<file path="src/rtl/uart_frame_counter.sv">
// Bit/frame sequencer for the UART transmitter: counts baud ticks per bit and
// steps through START, DATA, optional PARITY and 1-2 STOP bits.
module uart_frame_counter #(
  parameter int OVERSAMPLE    = 16,
  parameter int MAX_DATA_BITS = 9,
  parameter int IDX_W         = 4
) (
  input  logic             clk_i,
  input  logic             rst_i,
  input  logic             start_i,
  input  logic             tick_i,
  input  logic             clear_i,
  input  logic [3:0]       data_bits_i,
  input  logic             parity_en_i,
  input  logic             stop2_i,
  output logic             busy_o,
  output logic [2:0]       phase_o,
  output logic [IDX_W-1:0] bit_idx_o,
  output logic             bit_strobe_o,
  output logic             frame_done_o,
  output logic             cfg_err_o
);

  localparam int              CNT_W     = $clog2(OVERSAMPLE);
  localparam logic [CNT_W-1:0] TICK_LAST = CNT_W'(OVERSAMPLE - 1);
  localparam logic [3:0]       MAX_N     = 4'(MAX_DATA_BITS);

  typedef enum logic [2:0] {
    PH_IDLE   = 3'd0,
    PH_START  = 3'd1,
    PH_DATA   = 3'd2,
    PH_PARITY = 3'd3,
    PH_STOP   = 3'd4
  } phase_t;

  phase_t           state;
  logic [CNT_W-1:0] tick_cnt;
  logic [3:0]       n_cfg;
  logic             parity_cfg;
  logic             stop2_cfg;

  logic bit_end;
  logic len_ok;
  logic data_last;
  logic stop_last;

  assign bit_end   = tick_i && (tick_cnt == TICK_LAST);
  assign len_ok    = (data_bits_i >= 4'd5) && (data_bits_i <= MAX_N);
  assign data_last = (bit_idx_o == IDX_W'(n_cfg - 4'd1));
  assign stop_last = (bit_idx_o == IDX_W'(stop2_cfg));

  // The FSM state is the phase code, so phase_o doubles as the state debug view.
  assign phase_o = state;

  // start_i is a level request: it is accepted on any edge where the block is
  // IDLE and clear_i is low, and ignored entirely while a frame is in progress.
  always_ff @(posedge clk_i) begin
    if (rst_i || clear_i) begin
      state        <= PH_IDLE;
      busy_o       <= 1'b0;
      bit_idx_o    <= '0;
      tick_cnt     <= '0;
      bit_strobe_o <= 1'b0;
      frame_done_o <= 1'b0;
      cfg_err_o    <= 1'b0;
      n_cfg        <= '0;
      parity_cfg   <= 1'b0;
      stop2_cfg    <= 1'b0;
    end else begin
      bit_strobe_o <= 1'b0;
      frame_done_o <= 1'b0;
      cfg_err_o    <= 1'b0;
      if (state == PH_IDLE) begin
        if (start_i) begin
          if (len_ok) begin
            state      <= PH_START;
            busy_o     <= 1'b1;
            n_cfg      <= data_bits_i;
            parity_cfg <= parity_en_i;
            stop2_cfg  <= stop2_i;
            tick_cnt   <= '0;
            bit_idx_o  <= '0;
          end else begin
            cfg_err_o <= 1'b1;
          end
        end
      end else if (tick_i) begin
        if (!bit_end) begin
          tick_cnt <= tick_cnt + CNT_W'(1);
        end else begin
          tick_cnt     <= '0;
          bit_strobe_o <= 1'b1;
          case (state)
            PH_START: begin
              state     <= PH_DATA;
              bit_idx_o <= '0;
            end
            PH_DATA: begin
              if (data_last) begin
                state     <= parity_cfg ? PH_PARITY : PH_STOP;
                bit_idx_o <= '0;
              end else begin
                bit_idx_o <= bit_idx_o + IDX_W'(1);
              end
            end
            PH_PARITY: begin
              state     <= PH_STOP;
              bit_idx_o <= '0;
            end
            PH_STOP: begin
              if (stop_last) begin
                state        <= PH_IDLE;
                busy_o       <= 1'b0;
                frame_done_o <= 1'b1;
                bit_idx_o    <= '0;
              end else begin
                bit_idx_o <= bit_idx_o + IDX_W'(1);
              end
            end
            default: begin
              state     <= PH_IDLE;
              busy_o    <= 1'b0;
              bit_idx_o <= '0;
            end
          endcase
        end
      end
    end
  end

endmodule

</file>
<file path="config.mk">
export PLATFORM = sky130hd
export DESIGN_NAME = uart_frame_counter
export DESIGN_NICKNAME = d
export VERILOG_FILES = /design/src/rtl/uart_frame_counter.sv
export SDC_FILE = /design/constraint.sdc
export NUM_CORES = 1
export LEC_CHECK = 0
export ABC_AREA = 1
export CAP_MARGIN = 30
export CORE_MARGIN = 2
export CORE_UTILIZATION = 50
export CTS_CLUSTER_DIAMETER = 120
export DETAILED_ROUTE_END_ITERATION = 8
export PLACE_DENSITY = 0.77
export SLEW_MARGIN = 5
export SYNTH_ARGS = -nofsm -noshare
export SYNTH_HDL_FRONTEND = slang
export SYNTH_SLANG_ARGS = --single-unit
</file>
<file path="constraint.sdc">
create_clock -name clk_i -period 1.69 [get_ports clk_i]
set_input_delay 0.507 -clock clk_i [delete_from_list [all_inputs] [get_ports clk_i]]
set_output_delay 0.507 -clock clk_i [all_outputs]
set_load 0.1 [all_outputs]
</file>
==> impl_results.md, run 1 <==
- Least-Margin Pin Slew: approximately 0.26 ns
- Synthesized area: between 1000 and 1500 um2
- Highest-count cells in the layout ignoring fill and taps: nand2_1, nor2_1, inv_1
- Synth Area in Compound Gates: approximately 11%
- Combinational family with the most area after synthesis: simple AND/OR/NAND/NOR gates
- Share of layout cells above drive strength 1: 27.8%
- Clock latency on the worst-skew pair: ~0.30 ns
- Top_reg_cell synth: dfxtp_1
- Clock Pin Slew Worst Setup and Hold Paths: between 0.1 and 0.15 ns
- Slowest cell delay on critical path: around 0.4 ns
- Synth Area in Adders: around 3.2%
- DRT Pass-1 Iters: 4
- CTS sink cnt: 21
- FFs w/ async S/R, synth: 0%
- Placement Setup Slack: -0.338 ns
- Clock buffer depth: 2
- Skew final: around 0.0016 ns
- Synth Area in Simple Gates: 40.1%
- # DRC: 0
- Post-synth EDFFs: 0
- Crit start category: register
- Maximum fanout along the worst path: 8
- Post-Syn Nets: ~190
- Final Wtd Congestion: roughly 0.88
- Worst Path Required: roughly 1.9 ns
- CTS Buf Count: 3
- Mux cell area share after synthesis: 0%
- Cell Pwr Density: between 600 and 700 nW/um2
- Critical setup path kind: register to register
- DP HPWL: between 2000 and 2500 um
- Cts hold-fix bufs: 0
- Worst hold path type: register to register
- H-tree levels: 1
- CTS tree: built
- WL per Instance: between 10 and 15 um
- Vias per cell: around 5.4
- Worst Setup End Kind: register
- I/O Buffers: 21
- CP cell instances: ha_2, nand4_1, nand2_1, a21boi_4, nand3_4, nand2_1, nand2_1, nor2_1
- Status: complete, no violations
- Period utilisation layout: a little over nine tenths
- Most common cell after layout, fill and taps aside: nand2_1
- Net count reported at finish: 227
- DIE AREA: between 2000 and 3000 um2
- Total track usage: approximately a quarter
- Die Y: ~52 um
- I/O pin cnt: 22
- Post-route minimum period: between 1.5 and 2 ns
- #FFs+latches synth: 21
- P_leak: between 0.8 and 0.9 nW
- Pin count of the biggest net entering global routing: 13
- Initial core utilization: 52.8%
- Vias: ~1300
- Initial DRC Count: 28
- Die Wd: 52.1 um
- CP dominant cell by count: nand2_1
- Critical path's slowest cell: dfxtp_1
- Initial antenna violation count: 0
- Final Setup Violations: 0
- Core area: about 2200 um2
- Area growth syn-to-layout: 47.2%
- Fin. max-slew vios: 0
- Fmax: about 620 MHz
- Syn avg cell area: roughly 6.7 um2
- Post-synthesis cell type count: 24
- Total wire length: between 3000 and 4000 um
- Root Driver: clkbuf_4
- Final Hold Viols: 0
- WP data arrival: roughly 1.8 ns
- GRT Residual Overflow: 0
- Part of the Yosys area used for sequential elements: 36.3%
- Warning count from the yosys run: 0
- Synth Area in XOR/XNOR: 0.757%
- Inserted Diodes: 0
- Post-synthesis cell count: 174
- Worst setup margin: approximately 0.089 ns
- Slew headroom: 82.4%
- Worst hold slack: 0.506 ns
- Vias in the first global route: between 1000 and 1500
- Worst vdd ir: 0.573 mV
- First-pass GRT wire length: between 4000 and 5000 um
- Placement Rows: 17
- Max_cap viols: 0
- Detail Route Antenna Nets: 0
[Yosys cell counts, types with 2 or more instances]
library cell | number | area share [%]
nor4_1 | 2 | 1.1
ha_1 | 3 | 3.2
nor2_1 | 22 | 7.1
a21oi_1 | 9 | 3.9
nand4_1 | 4 | 2.2
nand2_4 | 2 | 1.9
dfxtp_1 | 21 | 36
o21ai_0 | 9 | 3.9
nand3_1 | 12 | 5.2
nor2_4 | 2 | 1.9
inv_1 | 23 | 7.5
nand2_1 | 49 | 16
nor3_1 | 5 | 2.2
[registers in the layout, summed over array words and instances (netlist names), 3 cells and up]
| register | count |
|---|---|
| bit_idx_o | 4 |
| phase_o | 3 |
| n_cfg | 4 |
| tick_cnt | 4 |
[repair_timing]
action | CTS | global route
endpoints found under the hold margin | 0 | 0
resized for setup | 4 | 19
pin swaps | 5 | 13
buffers inserted | 1 | 5
endpoints found under the setup margin | 6 | 14
[cell families (layout without fill, tap and decap cells)]
family | after synthesis | count (layout)
simple gates | 101 | 101
xor+xnor | 1 | 1
fa+ha+maj | 3 | 3
compound gates | 22 | 22
buf+inv | 26 | 64
flops | 21 | 21
[area by class of cell]
cell class	instances	area [um2]
Multi-Input combinational cell	127	669
Timing Repair Buffer	36	444
Inverter	24	95.1
Fill cell	152	487
Tap cell	28	35.0
Clock buffer	4	26.3
Sequential cell	21	434
[stage by stage]
stage	instances	util (%)	cell area, um2	power, mW	setup TNS [ns]
4_1_cts	235	74.0	1620	1.08	0
6_report	240	77.8	1700	1.09	0
3_5_place_dp	230	72.2	1580	0.834	-4.01
3_3_place_gp	230	72.2	1580	0.825	-3.49
5_1_grt	240	77.8	1700	1.15	-0.0472
2_1_floorplan	174	-	1170	0.726	0
[critical path, delay by kind of cell, from the launching register on]
family / cells / cell delay [ns]
DFF: 1 / 0.40
and+or+nand+nor: 6 / 0.61
adders and majority gates: 1 / 0.22
AOI/OAI and AO/OA: 1 / 0.30
[per-layer routing]
metal | GRT usage (%) | vias up | part of all wire (%) | wire [um]
met5 | 0 | - | 0 | 0
met4 | 7.46 | 0 | 0.78 | 24
met3 | 3.16 | 4 | 3.7 | 114
met2 | 41.6 | 32 | 53 | 1610
met1 | 28.7 | 620 | 43 | 1320
li1 | - | 637 | - | -
[power breakdown]
part	internal, mW	switching (mW)
registers	0.509	0.0184
clock network	0.0920	0.154
logic	0.130	0.188
[worst paths after layout]
path	from	end	slack (ns)	depth (start not counted)
setup / recovery	tick_cnt[0]	phase_o[2]	0.09	8
setup reg to reg	tick_cnt[0]	phase_o[2]	0.09	8
hold / removal	n_cfg[1]	n_cfg[1]	0.51	2
hold reg to reg	n_cfg[1]	n_cfg[1]	0.51	2
(Power assumes the default switching activity.)
==> run 2: changes to the inputs <==
--- a/config.mk
+++ b/config.mk
@@ -11,6 +11,7 @@
 export CORE_UTILIZATION = 50
 export CTS_CLUSTER_DIAMETER = 120
 export DETAILED_ROUTE_END_ITERATION = 8
+export MAX_ROUTING_LAYER = met4
 export PLACE_DENSITY = 0.77
 export SLEW_MARGIN = 5
 export SYNTH_ARGS = -nofsm -noshare
==> impl_results.md, run 2 (synthesis gave the netlist of run 1 again) <==
- Detail Route Antenna Nets: 0 (unchanged)
- Final Instance Area: 1700 um2 (unchanged)
- Maximum fanout along the worst path: 8 (unchanged)
- Most common cell after layout, fill and taps aside: nand2_1 (unchanged)
- Internal power: 0.732 mW (was 0.731 mW)
- Final Wtd Congestion: 0.897 (was 0.882)
- Pin count of the biggest net entering global routing: 13 (unchanged)
- Highest-count cells in the layout ignoring fill and taps: nand2_1, nor2_1, inv_1 (unchanged)
- Cts hold-fix bufs: 0 (unchanged)
- H-tree levels: 1 (unchanged)
- Clock latency on the worst-skew pair: 0.31 ns (was 0.30 ns)
- Initial DRC Count: 41 (was 28)
- Skew final: 0.00417 ns (was 0.00160 ns)
- DP HPWL: 2180 um (unchanged)
- Reg2reg end: phase_o[2] (unchanged)
- Flop pwr share: 48.1% (was 48.3%)
- Area growth syn-to-layout: 47.2% (unchanged)
- NetSw: 0.365 mW (was 0.360 mW)
- P_leak: 0.816 nW (unchanged)
- # DRC: 0 (unchanged)
- DRT Pass-1 Iters: 5 (was 4)
- Hold path start: n_cfg[1] (unchanged)
- Fmax: 624 MHz (about the same)
- Final non-filler cell total: 240 (unchanged)
- Reg2reg start: tick_cnt[0] (unchanged)
- Final Hold Viols: 0 (unchanged)
- CP cell instances: ha_2, nand4_1, nand2_1, a21boi_4, nand3_4, nand2_1, nand2_1, nor2_1 (unchanged)
- Initial antenna violation count: 0 (unchanged)
- Vias per cell: 5.39 (about the same)
- Least-Margin Pin Slew: 0.264 ns (was 0.263 ns)
- Post-route minimum period: 1.60 ns (about the same)
- Worst vdd ir: 0.581 mV (was 0.573 mV)
- WHS Path Cells: 2 (unchanged)
- Worst Path Required: 1.93 ns (about the same)
- Worst Setup End Kind: register (unchanged)
- Clock power frac: 22.8% (was 22.5%)
- Period utilisation layout: 94.9% (was 94.8%)
- Comb power frac: 29.1% (about the same)
- WP data arrival: 1.85 ns (was 1.84 ns)
- Die Y: 52.1 um (unchanged)
- Root Driver: clkbuf_4 (unchanged)
- I/O pin cnt: 22 (unchanged)
- Max_cap viols: 0 (unchanged)
- Worst Path Buf+Inv: 0 (unchanged)
- Worst setup margin: 0.0869 ns (was 0.0886 ns)
- Total track usage: 23.9% (was 23.3%)
- Slowest cell delay on critical path: 0.40 ns (about the same)
- Vias in the first global route: 1155 (unchanged)
- Net count reported at finish: 227 (unchanged)
- Worst hold path type: register to register (unchanged)
- Crit start category: register (unchanged)
- Critical path's slowest cell: dfxtp_1 (unchanged)
- GRT Residual Overflow: 0 (unchanged)
- DIE AREA: 2720 um2 (unchanged)
- R2r setup slk: 0.09 ns (about the same)
- Family with the most delay on the worst path: simple AND/OR/NAND/NOR gates (unchanged)
- Placed cell area: 1580 um2 (unchanged)
- Fin. max-slew vios: 0 (unchanged)
- Slew headroom: 82.4% (about the same)
- Worst setup path start: tick_cnt[0] (unchanged)
- Critical setup path kind: register to register (unchanged)
- CTS tree: built (unchanged)
- Inserted Diodes: 0 (unchanged)
- Final total power: 1.10 mW (was 1.09 mW)
- Status: complete, no violations (unchanged)
- Share of layout cells above drive strength 1: 27.8% (unchanged)
- Placement Rows: 17 (unchanged)
- First-pass GRT wire length: 4810 um (unchanged)
- Final Setup Violations: 0 (unchanged)
- Core Util, Final: 77.8% (unchanged)
- Die Wd: 52.1 um (unchanged)
- Largest regs: bit_idx_o: 4 flops, n_cfg: 4 flops, tick_cnt: 4 flops (unchanged)
- I/O Buffers: 21 (unchanged)
- Hold-critical path endpoint: n_cfg[1] (unchanged)
- Dpl cells: 230 (unchanged)
- Vias: 1294 (was 1293)
- Placement Setup Slack: -0.338 ns (unchanged)
- Clock buffer depth: 2 (unchanged)
- CTS sink cnt: 21 (unchanged)
- Fill cell count: 152 (unchanged)
- Core area: 2190 um2 (unchanged)
- Initial core utilization: 52.8% (unchanged)
- CTS Buf Count: 3 (unchanged)
- Total wire length: 3090 um (was 3070 um)
- FF-to-FF path depth: 8 (unchanged)
- Clock Pin Slew Worst Setup and Hold Paths: 0.12 ns (about the same)
- Switching part of the total power: 33.3% (was 33.0%)
- CP dominant cell by count: nand2_1 (unchanged)
- Cell Pwr Density: 643 nW/um2 (was 641 nW/um2)
- WL per Instance: 12.9 um (was 12.8 um)
run 2: cell counts in the layout (fill, tap and decap cells not counted):
No cell type changed its count.
run 2: cell type report:
cell class	count	area [um2]	area share, %
sequential	21	434	25.5
clock buffer	4	26.3	1.54
multi-input combinational	127	669	39.3
tap	28	35.0	2.06
inverter	24	95.1	5.58
timing repair buffer	36	444	26.1
run 2: worst register-to-register path: stages (launching register included):
cell and delay, ns:
dfxtp_1 0.40, ha_2 0.23, nand4_1 0.13, nand2_1 0.13, a21boi_4 0.30, nand3_4 0.14
nand2_1 0.08, nand2_1 0.04, nor2_1 0.08
run 2: power by group through the flow:
stage	clock network [mW]	logic [mW]	registers [mW]
2_1_floorplan	0	0.149	0.577
3_3_place_gp	0	0.289	0.536
3_5_place_dp	0	0.297	0.536
4_1_cts	0.251	0.302	0.525
5_1_grt	0.272	0.347	0.529
6_report	0.250	0.319	0.528
run 2: worst max-delay path by stage:
| stage | end | cells past startpoint | slack (ns) |
|---|---|---|---|
| floorplan | phase_o[1] | 7 | 0.05 |
| global placement | phase_o[1] | 10 | -0.29 |
| detailed placement | phase_o[2] | 11 | -0.34 |
| CTS | bit_idx_o[1] | 11 | 0.01 |
| global route | phase_o[0] | 8 | -0.04 |
| finish | phase_o[2] | 8 | 0.09 |
run 2: repair_timing:
item                                    4_1_cts  5_1_grt
pin swaps                                     5       13
gates resized for setup                       4       19
endpoints found under the setup margin        6       14
setup buffers                                 1        5
endpoints found under the hold margin         0        0
run 2: metrics by stage:
| stage | TNS, ns | hold slack [ns] |
|---|---|---|
| 3_3_place_gp | -3.49 | 0.488 |
| 2_1_floorplan | 0 | 0.455 |
| 5_1_grt | -0.0472 | 0.504 |
| 4_1_cts | 0 | 0.521 |
| 6_report | 0 | 0.506 |
| 3_5_place_dp | -4.01 | 0.504 |
run 2: layer usage:
metal / vias to the layer above / global-route usage, % / wire length, um
li1: 640 / - / -
met1: 621 / 28.7 / 1350
met2: 27 / 41.6 / 1610
met3: 6 / 3.16 / 91
met4: 0 / 7.46 / 31
met5: - / - / 0
==> run 3: changes to the inputs <==
--- a/config.mk
+++ b/config.mk
@@ -7,7 +7,6 @@
 export LEC_CHECK = 0
 export ABC_AREA = 1
 export CAP_MARGIN = 30
-export CORE_MARGIN = 2
 export CORE_UTILIZATION = 50
 export CTS_CLUSTER_DIAMETER = 120
 export DETAILED_ROUTE_END_ITERATION = 8
==> impl_results.md, run 3 (synthesis gave the netlist of run 1 again) <==
- Status: complete, no violations (unchanged)
- Detail Route Antenna Nets: 0 (unchanged)
- Crit start category: register (unchanged)
- I/O Buffers: 21 (unchanged)
- Skew final: 0.00297 ns (was 0.00417 ns)
- Vias per cell: 5.44 (was 5.39)
- Clock Pin Slew Worst Setup and Hold Paths: 0.12 ns (about the same)
- Final Setup Violations: 0 (unchanged)
- Initial core utilization: 52.8% (unchanged)
- DP HPWL: 2330 um (was 2180 um)
- Hold path start: n_cfg[1] (unchanged)
- Least-Margin Pin Slew: 0.305 ns (was 0.264 ns)
- Reg2reg start: n_cfg[0] (was tick_cnt[0])
- Worst Setup End Kind: register (unchanged)
- CTS sink cnt: 21 (unchanged)
- CP cell instances: inv_2, ha_4, nor2_1, nor2_1, nand2_1, nor2_1, nand2_1, nand2_2, nand3_4, nand2_1, nand2_1, nor2_1 (was ha_2, nand4_1, nand2_1, a21boi_4, nand3_4, nand2_1, nand2_1, nor2_1)
- Period utilisation layout: 95.2% (was 94.9%)
- Die Wd: 50.1 um (was 52.1 um)
- WL per Instance: 13.2 um (was 12.9 um)
- FF-to-FF path depth: 12 (was 8)
- DRT Pass-1 Iters: 4 (was 5)
- CTS tree: built (unchanged)
- Final Hold Viols: 0 (unchanged)
- Vias: 1289 (was 1294)
- Pin count of the biggest net entering global routing: 13 (unchanged)
- Worst setup margin: 0.0810 ns (was 0.0869 ns)
- Maximum fanout along the worst path: 6 (was 8)
- Cell Pwr Density: 659 nW/um2 (was 643 nW/um2)
- Inserted Diodes: 0 (unchanged)
- Switching part of the total power: 33.3% (about the same)
- Worst hold path type: register to register (unchanged)
- Final Instance Area: 1660 um2 (was 1700 um2)
- Worst hold slack: 0.507 ns (was 0.506 ns)
- Final non-filler cell total: 237 (was 240)
- Most common cell after layout, fill and taps aside: nand2_1 (unchanged)
- Worst Path Required: 1.94 ns (was 1.93 ns)
- Net count reported at finish: 224 (was 227)
- Total track usage: 29.1% (was 23.9%)
- DIE AREA: 2510 um2 (was 2720 um2)
- P_leak: 0.782 nW (was 0.816 nW)
- Placement Rows: 17 (unchanged)
- Share of layout cells above drive strength 1: 25.4% (was 27.8%)
- Final Wtd Congestion: 0.910 (was 0.897)
- GRT Residual Overflow: 0 (unchanged)
- Total wire length: 3140 um (was 3090 um)
- Setup TNS: 0 ns (unchanged)
- Placement Setup Slack: -0.378 ns (was -0.338 ns)
- Fmax: 621 MHz (was 624 MHz)
- Highest-count cells in the layout ignoring fill and taps: nand2_1, nor2_1, inv_1 (unchanged)
- Area growth syn-to-layout: 43.6% (was 47.2%)
- NetSw: 0.364 mW (was 0.365 mW)
- H-tree levels: 1 (unchanged)
- Placed cell area: 1580 um2 (about the same)
- I/O pin cnt: 22 (unchanged)
- Hold-critical path endpoint: n_cfg[1] (unchanged)
- Initial DRC Count: 41 (unchanged)
- Die Y: 50.1 um (was 52.1 um)
- Initial antenna violation count: 0 (unchanged)
- Flop pwr share: 48.1% (about the same)
- Largest regs: bit_idx_o: 4 flops, n_cfg: 4 flops, tick_cnt: 4 flops (unchanged)
- Max_cap viols: 0 (unchanged)
- Worst vdd ir: 0.498 mV (was 0.581 mV)
- Comb power frac: 29.4% (was 29.1%)
- WHS Path Cells: 2 (unchanged)
- WP data arrival: 1.85 ns (about the same)
- Core area: 2190 um2 (unchanged)
- Post-route minimum period: 1.61 ns (was 1.60 ns)
- Clock buffer depth: 2 (unchanged)
- Reg2reg end: phase_o[0] (was phase_o[2])
- First-pass GRT wire length: 5400 um (was 4810 um)
- Clock latency on the worst-skew pair: 0.30 ns (was 0.31 ns)
- Vias in the first global route: 1294 (was 1155)
- # DRC: 0 (unchanged)
- Dpl cells: 229 (was 230)
- Core Util, Final: 75.8% (was 77.8%)
- Slowest cell delay on critical path: 0.35 ns (was 0.40 ns)
- Fin. max-slew vios: 0 (unchanged)
- Root Driver: clkbuf_4 (unchanged)
- Clock power frac: 22.5% (was 22.8%)
- Critical setup path kind: register to register (unchanged)
- Critical path's slowest cell: dfxtp_2 (was dfxtp_1)
- R2r setup slk: 0.08 ns (was 0.09 ns)
- Internal power: 0.731 mW (was 0.732 mW)
- CTS Buf Count: 3 (unchanged)
- Slew headroom: 79.5% (was 82.4%)
- Final total power: 1.09 mW (was 1.10 mW)
==> run 3: changes by cell type in the layout (fill, tap and decap cells not counted), moves of 2 or more <==
cell and delta:
buf_4 -3, dlygate4sd2_1 +3, dlymetal6s2s_1 -3, o21ai_1 +2
==> run 3: metal layers <==
metal	share of wire, %	global-route usage, %	up-vias
met4	2.4	14.8	0
met2	52	50.7	42
met5	0	-	-
met1	41	31.3	611
li1	-	-	626
met3	4.5	4.94	10
==> run 3: worst max path at each step <==
stage	from	endpoint	slack, ns	cells past startpoint
after global placement	data_bits_i[2]	phase_o[1]	-0.30	10
after detailed placement	data_bits_i[2]	phase_o[1]	-0.38	10
after CTS	n_cfg[0]	phase_o[0]	0.02	13
after floorplan	phase_o[0]	phase_o[1]	0.05	7
after global routing	tick_cnt[1]	phase_o[0]	-0.002	8
final	n_cfg[0]	phase_o[0]	0.08	12
==> run 3: worst max-delay path, delay by kind of cell (launching register included) <==
family	cells	cell delay, ns
buffers and inverters	1	0.06
DFF	1	0.35
adders and majority gates	1	0.27
and+or+nand+nor	10	0.86
==> run 3: layout make-up <==
class / count / area, um2
Clock buffer: 4 / 26.3
Fill cell: 159 / 529
Inverter: 24 / 92.6
Multi-Input combinational cell: 127 / 663
Sequential cell: 21 / 434
Tap cell: 28 / 35.0
Timing Repair Buffer: 33 / 410
==> run 3: power groups by stage <==
stage,sequential [mW],clock (mW),combinational (mW)
after floorplan,0.577,0,0.149
after global placement,0.536,0,0.287
after detailed placement,0.537,0,0.299
after CTS,0.526,0.253,0.304
after global routing,0.529,0.269,0.351
final,0.527,0.247,0.322
==> run 3: repair_timing <==
item                                   CTS  global route
resized for setup                       11             9
pin swaps                               10             6
endpoints found under the hold margin    0             0
setup endpoints to repair                7            11
hold buffers                             0             0
setup buffers                            2             2
